===== config.mk =====
export PLATFORM = sky130hd
export DESIGN_NAME = stoch_decorr_array
export DESIGN_NICKNAME = d
export VERILOG_FILES = /design/src/rtl/stoch_decorr_array_pkg.sv /design/src/rtl/fibonacci_lfsr_64.sv /design/src/rtl/stoch_decorr_lane.sv /design/src/rtl/stoch_decorr_array.sv
export SDC_FILE = /design/constraint.sdc
export NUM_CORES = 1
export LEC_CHECK = 0
export CAP_MARGIN = 20
export CORE_AREA = 2 2 95 97
export CTS_CLUSTER_DIAMETER = 100
export DETAILED_ROUTE_END_ITERATION = 6
export DIE_AREA = 0 0 97 99
export PLACE_DENSITY_LB_ADDON = 0.08
export SLEW_MARGIN = 40
export SYNTH_ARGS = -nofsm -noshare
export SYNTH_HDL_FRONTEND = slang
export SYNTH_SLANG_ARGS = --single-unit

===== constraint.sdc =====
create_clock -name CLK -period 2.6 [get_ports CLK]
set_input_delay 0.52 -clock CLK [delete_from_list [all_inputs] [get_ports CLK]]
set_output_delay 0.52 -clock CLK [all_outputs]
set_load 0.05 [all_outputs]

===== src/rtl/stoch_decorr_array_pkg.sv =====
// Shared limits, constants and helpers for the stochastic decorrelation array.
// No logic of its own; imported by the lane and top modules.
// Lane i takes its random slice from the shared LFSR rotated by ROT_STEP*i bits.
package stoch_decorr_array_pkg;

    localparam int MIN_CH       = 1;
    localparam int MAX_CH       = 8;
    localparam int MIN_CNT_BITS = 4;
    localparam int MAX_CNT_BITS = 16;
    localparam int LFSR_BITS    = 64;
    localparam int ROT_STEP     = 7;

    // Lowest bit of lane's counter slice inside the packed level bus.
    function automatic int level_lsb(input int lane, input int cnt_bits);
        return lane * cnt_bits;
    endfunction

    // Left-rotation amount applied to the LFSR word for a given lane.
    function automatic int rot_amt(input int lane);
        return (ROT_STEP * lane) % LFSR_BITS;
    endfunction

endpackage


===== src/rtl/fibonacci_lfsr_64.sv =====
// Free-running 64-bit Fibonacci LFSR, taps 64/63/61/60 (maximal length).
// One new bit per CLK edge; synchronous active-low reset loads a fixed non-zero seed.
// No enable and no backpressure: it always advances.
module fibonacci_lfsr_64 (
    input  logic        CLK,
    input  logic        nRST,
    output logic [63:0] r
);

    localparam logic [63:0] SEED = 64'hACE1_2468_1357_BDF9;

    logic feedback;

    assign feedback = r[63] ^ r[62] ^ r[60] ^ r[59];

    // Shift left each edge, feedback bit enters at the bottom.
    always_ff @(posedge CLK) begin
        if (!nRST) begin
            r <= SEED;
        end else begin
            r <= {r[62:0], feedback};
        end
    end

endmodule


===== src/rtl/stoch_decorr_lane.sv =====
// One decorrelation lane: saturating counter, random-threshold delay line, sticky overflow.
// Output y is the delay-line tail, so a affects y no earlier than DEPTH edges later.
// en=0 freezes all state; clr wins over en and over saturation.
module stoch_decorr_lane
    import stoch_decorr_array_pkg::*;
#(
    parameter int COUNTER_SIZE = 8,
    parameter int STEP_VAL     = 16,
    parameter int DEPTH        = 2
) (
    input  logic                    CLK,
    input  logic                    nRST,
    input  logic                    en,
    input  logic                    clr,
    input  logic                    a,
    input  logic [COUNTER_SIZE-1:0] rnd,
    output logic                    y,
    output logic [COUNTER_SIZE-1:0] level,
    output logic                    ovf
);

    localparam logic [COUNTER_SIZE:0]   STEP_WIDE = (COUNTER_SIZE+1)'(STEP_VAL);
    localparam logic [COUNTER_SIZE-1:0] STEP_CNT  = COUNTER_SIZE'(STEP_VAL);

    logic [COUNTER_SIZE-1:0] counter;
    logic [COUNTER_SIZE:0]   sum;
    logic [COUNTER_SIZE-1:0] c;
    logic                    sat;
    logic                    shift_in;
    logic [COUNTER_SIZE-1:0] counter_next;
    logic [DEPTH-1:0]        buffer;
    logic [DEPTH-1:0]        buffer_next;

    assign y     = buffer[DEPTH-1];
    assign level = counter;

    // Add the input weight with one extra bit so saturation is visible, then clamp;
    // subtract the weight back out when the tail bit is 1, flooring at zero.
    always_comb begin
        sum          = {1'b0, counter} + (a ? STEP_WIDE : '0);
        sat          = sum[COUNTER_SIZE];
        c            = sat ? '1 : sum[COUNTER_SIZE-1:0];
        shift_in     = (rnd <= counter);
        counter_next = c;
        if (y) begin
            counter_next = (c < STEP_CNT) ? '0 : c - STEP_CNT;
        end
    end

    generate
        if (DEPTH == 1) begin : g_buf_one
            assign buffer_next = shift_in;
        end else begin : g_buf_multi
            assign buffer_next = {buffer[DEPTH-2:0], shift_in};
        end
    endgenerate

    // Lane state: reset and clear zero everything, otherwise advance only when enabled.
    always_ff @(posedge CLK) begin
        if (!nRST || clr) begin
            counter <= '0;
            buffer  <= '0;
            ovf     <= 1'b0;
        end else if (en) begin
            counter <= counter_next;
            buffer  <= buffer_next;
            ovf     <= ovf | sat;
        end
    end

endmodule


===== src/rtl/stoch_decorr_array.sv =====
// NUM_CH independent decorrelation lanes sharing one free-running 64-bit LFSR.
// a->y latency is at least DEPTH edges; no combinational path from a to y.
// No backpressure: en=0 holds lane state, the LFSR keeps running.
module stoch_decorr_array
    import stoch_decorr_array_pkg::*;
#(
    parameter int NUM_CH       = 4,
    parameter int COUNTER_SIZE = 8,
    parameter int STEP_VAL     = 16,
    parameter int DEPTH        = 2
) (
    input  logic                           CLK,
    input  logic                           nRST,
    input  logic                           en,
    input  logic                           clr,
    input  logic [NUM_CH-1:0]              a,
    output logic [NUM_CH-1:0]              y,
    output logic [NUM_CH*COUNTER_SIZE-1:0] level,
    output logic [NUM_CH-1:0]              ovf
);

    logic [LFSR_BITS-1:0] r;

    fibonacci_lfsr_64 u_lfsr (
        .CLK  (CLK),
        .nRST (nRST),
        .r    (r)
    );

    generate
        for (genvar i = 0; i < NUM_CH; i++) begin : g_lane
            localparam int ROT = rot_amt(i);
            localparam int LSB = level_lsb(i, COUNTER_SIZE);

            logic [LFSR_BITS-1:0]    r_rot;
            logic [COUNTER_SIZE-1:0] rnd;

            if (ROT == 0) begin : g_norot
                assign r_rot = r;
            end else begin : g_rot
                assign r_rot = {r[LFSR_BITS-1-ROT:0], r[LFSR_BITS-1:LFSR_BITS-ROT]};
            end
            assign rnd = r_rot[COUNTER_SIZE-1:0];

            stoch_decorr_lane #(
                .COUNTER_SIZE (COUNTER_SIZE),
                .STEP_VAL     (STEP_VAL),
                .DEPTH        (DEPTH)
            ) u_lane (
                .CLK   (CLK),
                .nRST  (nRST),
                .en    (en),
                .clr   (clr),
                .a     (a[i]),
                .rnd   (rnd),
                .y     (y[i]),
                .level (level[LSB +: COUNTER_SIZE]),
                .ovf   (ovf[i])
            );
        end
    endgenerate

endmodule


Yosys cells after proc, flatten, opt, wreduce, memory -nomap -nowiden
Index checks and enable logic that the tools add are counted.

cells by class
  add/subtract/negate cells = 8
  multipliers = 0
  div/mod/pow operators = 0
  magnitude comparators = 8
  eq/ne operators = 0
  shifts and indexed selects = 0
  multiplexer cells = 16
  bitwise gates (word level) = 7
  reductions and logical operators = 2

operators with widths
  operator                                                     number
  two-way mux 8 bit                                            12
  adder 8 x 9 -> 9 bit                                         4
  <= comparator 8 bit                                          4
  less-than comparator 8 x 5 -> 1 bit (second input constant)  4
  subtractor 8 x 5 -> 8 bit (second input constant)            4
  two-way mux 5 bit                                            4
  OR 1 bit                                                     4
  XOR 1 bit                                                    3
  logical NOT 1 bit                                            1
  logical OR 1 bit                                             1

word-level totals
  register bits = 108
  bits in latches = 0
  RAM bits = 0
  memory bits (read-only) = 0
  input port bits = 8
  output and inout bits = 40
  logic and storage cells = 54
  memories = 0

Longest topological paths before layout
  depth in word-level cells = 6
  depth in mapped cells = 9
  mapped depth without buffers = 9

By module
From an unflattened synthesis, not the netlist that was laid out.

second synthesis, totals
  cell total of the unflattened synthesis = 497
  area, all modules = 4,803.4 um2

modules (own cells, without submodules)
  module             instances  cells each  area an instance (um2)  seq. area each (um2)
  stoch_decorr_lane  4          90          765.7                   220.2
  fibonacci_lfsr_64  1          137         1,740.4                 1,281.2

Least setup slack after synthesis
Ideal clock, no wire load.

  path type = register -> register
  start = register g_lane[2].u_lane.counter[4]
  end = register g_lane[2].u_lane.counter[4]
  library setup time = 66 ps
  arrival = 2,093 ps
  data required time = 2,534 ps
  slack = 441 ps
  cell stages (with the launch flop) = 10
  buffers on the path = 0
  clock period less this slack = 2,159 ps
  cell sequence = dfxtp_1 -> ha_1 -> ha_1 -> and3_1 -> nor2_1 -> ha_1 -> nand2_1 -> nor2_1 -> a31oi_1 -> nor2b_1

between the ends
  cells in the longest elaborated chain, start to end = 5
  elaborated cells between the ends (all ways) = 6
  classes of those cells = 2 x add/sub; 1 x order compare; 3 x mux

ends and longest elaborated chain
  what                                                                                     line                     source
  start, declared                                                                          stoch_decorr_lane.sv:25  logic [COUNTER_SIZE-1:0] counter;
  start signal, assigned                                                                   stoch_decorr_lane.sv:65  counter <= counter_next;
  adder 8 x 9 -> 9 bit (*)                                                                 stoch_decorr_lane.sv:40  sum = {1'b0, counter} + (a ? STEP_WIDE : '0);
  two-way mux 8 bit (*)                                                                    stoch_decorr_lane.sv:42  c = sat ? '1 : sum[COUNTER_SIZE-1:0];
  subtractor 8 x 5 -> 8 bit / less-than comparator 8 x 5 -> 1 bit (equally long branches)  stoch_decorr_lane.sv:46  counter_next = (c < STEP_CNT) ? '0 : c - STEP_CNT;
  two-way mux 8 bit                                                                        stoch_decorr_lane.sv:46
  two-way mux 8 bit (*)                                                                    stoch_decorr_lane.sv:45  if (y) begin

Mark *: on every way between the ends. The rest lies on a longest branch, timed or not.
A chain may end at the register's enable or synchronous reset.

Final worst setup path
  start = input port a[2]
  end = register g_lane[2].u_lane.counter[4]

between the ends
  cells in the longest elaborated chain, start to end = 6
  elaborated cells between the ends (all ways) = 7
  classes of those cells = 2 x add/sub; 1 x order compare; 4 x mux

ends and longest elaborated chain
  what                                                                                     line                      source
  start, declared                                                                          stoch_decorr_array.sv:16  input logic [NUM_CH-1:0] a,
  two-way mux 5 bit (*)                                                                    stoch_decorr_lane.sv:40
  adder 8 x 9 -> 9 bit (*)                                                                 stoch_decorr_lane.sv:40
  two-way mux 8 bit (*)                                                                    stoch_decorr_lane.sv:42
  subtractor 8 x 5 -> 8 bit / less-than comparator 8 x 5 -> 1 bit (equally long branches)  stoch_decorr_lane.sv:46
  two-way mux 8 bit                                                                        stoch_decorr_lane.sv:46
  two-way mux 8 bit (*)                                                                    stoch_decorr_lane.sv:45

Marks and branches as above.

==> results.py <==
metrics = {
    "synth": {
        "synth-async-reset-ratio": 0,
        "synth_nets": 547,
        "synthMuxAreaShare": 0.0271,
        "synth_top_family_by_area": "simple AND/OR/NAND/NOR gates",
        "syn_area_per_cell_um2": 9.52,
        "seq_area_frac_synth": 0.459,
        "syn_inst": 495,
        "synthSimpleGateAreaFrac": 0.214,
        "synth_xor_area_frac": 0.0130,
        "synthFlopType": "dfxtp_1",
        "synth_enable_flop_cells": 0,
        "syn_area_um2": 4710,
        "yosysWarnings": 0,
        "synth_compound_area_frac": 0.116,
        "ys_ff_latch": 108,
        "synth_cell_types": 40,
        "synthAdderAreaFrac": 0.117,
    },
    "cts": {
        "clk_latency_ps": 360,
        "path_clk_slew_ps": 90,
        "clk_path_buf_depth": 2,
        "cts-buffers-inserted": 9,
        "clock-sinks": 108,
        "root_buffer": "clkbuf_8",
        "postCtsSetupBuffers": 0,
        "htree_levels": 3,
        "cts_hold_buf": 0,
        "cts_tree": "done",
        "post_cts_resized": 0,
    },
    "final_layout": {
        "final_layout_size_suffix_gt1_frac": 0.0725,
        "area_growth_pct": 15.5,
        "nets": 585,
        "final_cell_area_um2": 5440,
        "antenna_cells": 0,
    },
    "timing": {
        "rsz0062_at_grt": "false",
        "setup_viol": 0,
        "clock_skew_ps": 9.81,
        "fmax_mhz": 431,
        "drv_slew": 0,
        "finalWorstPathRequiredPeriod_ps": 2320,
        "slew-limit-headroom": 0.586,
        "holdWs_ps": 416,
        "tns_ps": 0,
        "fin_crit_sh": 0.893,
        "final_hold_viol_count": 0,
        "tightest_slew_ps": 621,
    },
    "drt": {
        "drcViolationCount": 0,
        "via_per_inst": 5.20,
        "wl_per_cell_um": 12.9,
        "antenna_left": 0,
        "drt_first_pass_iters": 4,
        "via_count": 3361,
        "wirelength_mm": 8.35,
        "drt_first_iter_violations": 128,
    },
    "floorplanning": {
        "core_area_um2": 8550,
        "io_pins": 48,
        "chipWidth_um": 97,
        "dieArea_um2": 9600,
        "rows": 34,
        "initial_core_util": 0.551,
        "die_y_um": 99,
    },
    "critical_path": {
        "worstSetupStartpointType": "input port",
        "crit_arrival_ps": 2580,
        "timing.critical_path.required_ps": 2850,
        "cp-end-kind": "flip-flop",
        "crit_fanout": 5,
        "worst-setup-path-type": "input port to flip-flop",
        "r2r_setup_slack_ps": 510,
    },
    "hold_path": {
        "hp-class": "flip-flop to flip-flop",
    },
    "power": {
        "peakVddDrop_mv": 0.396,
        "powerDensity_nw_per_um2": 582,
        "p_leak_nw": 2.12,
    },
    "global_routing": {
        "grt_pass1_vias": 3167,
        "overflow": 0,
        "grt_pass1_wl_mm": 14.4,
        "antenna_found_initial": 0,
        "grt_usage": 0.181,
        "grt_max_degree": 65,
    },
    "place": {
        "place_area_um2": 5220,
        "gp_congestion": 0.852,
        "place_hpwl_mm": 5.96,
        "port-buffer-count": 47,
    },
    "flow_run": {
        "cap_violations": 0,
    },
    "run_status": {
        "status": "completed",
    },
}
==> final timing paths <==
path	start	end	cells past startpoint
worst max-delay path	a[2]	g_lane[2].u_lane.level[4]	10
worst min-delay path	u_lfsr.r[11]	u_lfsr.r[12]	1
worst max register to register	g_lane[2].u_lane.level[4]	g_lane[2].u_lane.level[4]	9
worst min register to register	u_lfsr.r[11]	u_lfsr.r[12]	1
==> sequential cells by signal (all words and copies together) (netlist names) <==
signal / count
g_lane.u_lane.level: 32
g_lane.u_lane.ovf: 4
g_lane.u_lane.buffer: 8
u_lfsr.r: 64
==> Yosys cell counts (all sizes together), types with 2 or more instances <==
master  instances  area (um^2)
buf            11         77.6
xor2            2         17.5
o221ai          4         35.0
o211a           4         40.0
dfxtp         108         2160
nand3           7         50.1
o211ai          4         30.0
nand2          14         52.6
nand3b          3         22.5
and2           35          219
ha             44          551
nor2b           5         31.3
nand2b         36          225
nand4          14          106
a211oi          3         22.5
nor3b           8         60.1
o21a            4         30.0
a21o            3         23.8
o21ai          23          134
and3            4         26.3
nor2           50          188
inv            33          124
a21oi          34          170
a31oi           8         50.1
xnor2           5         43.8
mux2i           9          128
clkbuf         15         56.3
==> kinds of logic after synthesis <==
| kind of cell | Yosys count |
|---|---|
| xor gates and xnor gates | 7 |
| adders and majority gates | 44 |
| muxes | 9 |
| and+or+nand+nor | 180 |
| DFF | 108 |
| buffers and inverters | 59 |
| AOI/OAI and AO/OA | 88 |
==> placed cells by master (no fill, tap or decap), types with 6 or more instances in the layout <==
cell	instances
dfxtp_1	108
nand2b_1	36
a31oi_1	8
inv_1	33
clkdlybuf4s50_1	46
nand2_1	14
clkbuf_8	10
and2_1	35
ha_1	44
nor2_1	50
mux2i_1	6
nor3b_1	8
nand4_1	11
a21oi_1	34
buf_4	6
o21ai_0	16
==> worst max-delay path, cell delays in order <==
cell             delay (ps)
clkdlybuf4s50_1         410
ha_1                    230
ha_1                    220
and3_1                  200
nor2_1                  180
ha_1                    240
nand2_1                 110
nor2_1                  110
a31oi_1                 180
nor2b_1                 190
==> per-stage QoR <==
| step | util | power (mW) | worst slack [ps] | std cells |
|---|---|---|---|---|
| 6_report | 0.636 | 3.17 | 278 | 646 |
| 5_1_grt | 0.636 | 3.31 | 159 | 646 |
| 3_3_place_gp | 0.611 | 2.12 | 41.0 | 630 |
| 4_1_cts | 0.636 | 3.21 | 308 | 646 |
| 2_1_floorplan | - | 2.04 | 441 | 495 |
| 3_5_place_dp | 0.611 | 2.13 | -70.0 | 630 |
==> area by class of cell <==
| class | count | area, um^2 |
|---|---|---|
| fill | 705 | 3110 |
| multi-input combinational | 328 | 2290 |
| sequential | 108 | 2160 |
| timing repair buffer | 53 | 510 |
| clock buffer | 11 | 141 |
| tap | 108 | 135 |
| inverter | 33 | 124 |
| clock inverter | 5 | 75.1 |
==> per-layer routing <==
layer | global-route usage | routed length [um] | vias up
li1 | - | - | 1748
met1 | 0.237 | 4100 | 1533
met2 | 0.300 | 3810 | 67
met3 | 0.0305 | 309 | 13
met4 | 0.0748 | 135 | 0
met5 | 0 | 0 | -
==> power breakdown <==
group	internal, mW	leakage [nW]	switching (mW)
Clock	0.565	0.113	0.516
Combinational	0.144	1.12	0.184
Sequential	1.72	0.888	0.0391
Total	2.43	2.12	0.740
Power figures use the tool's default switching activity.
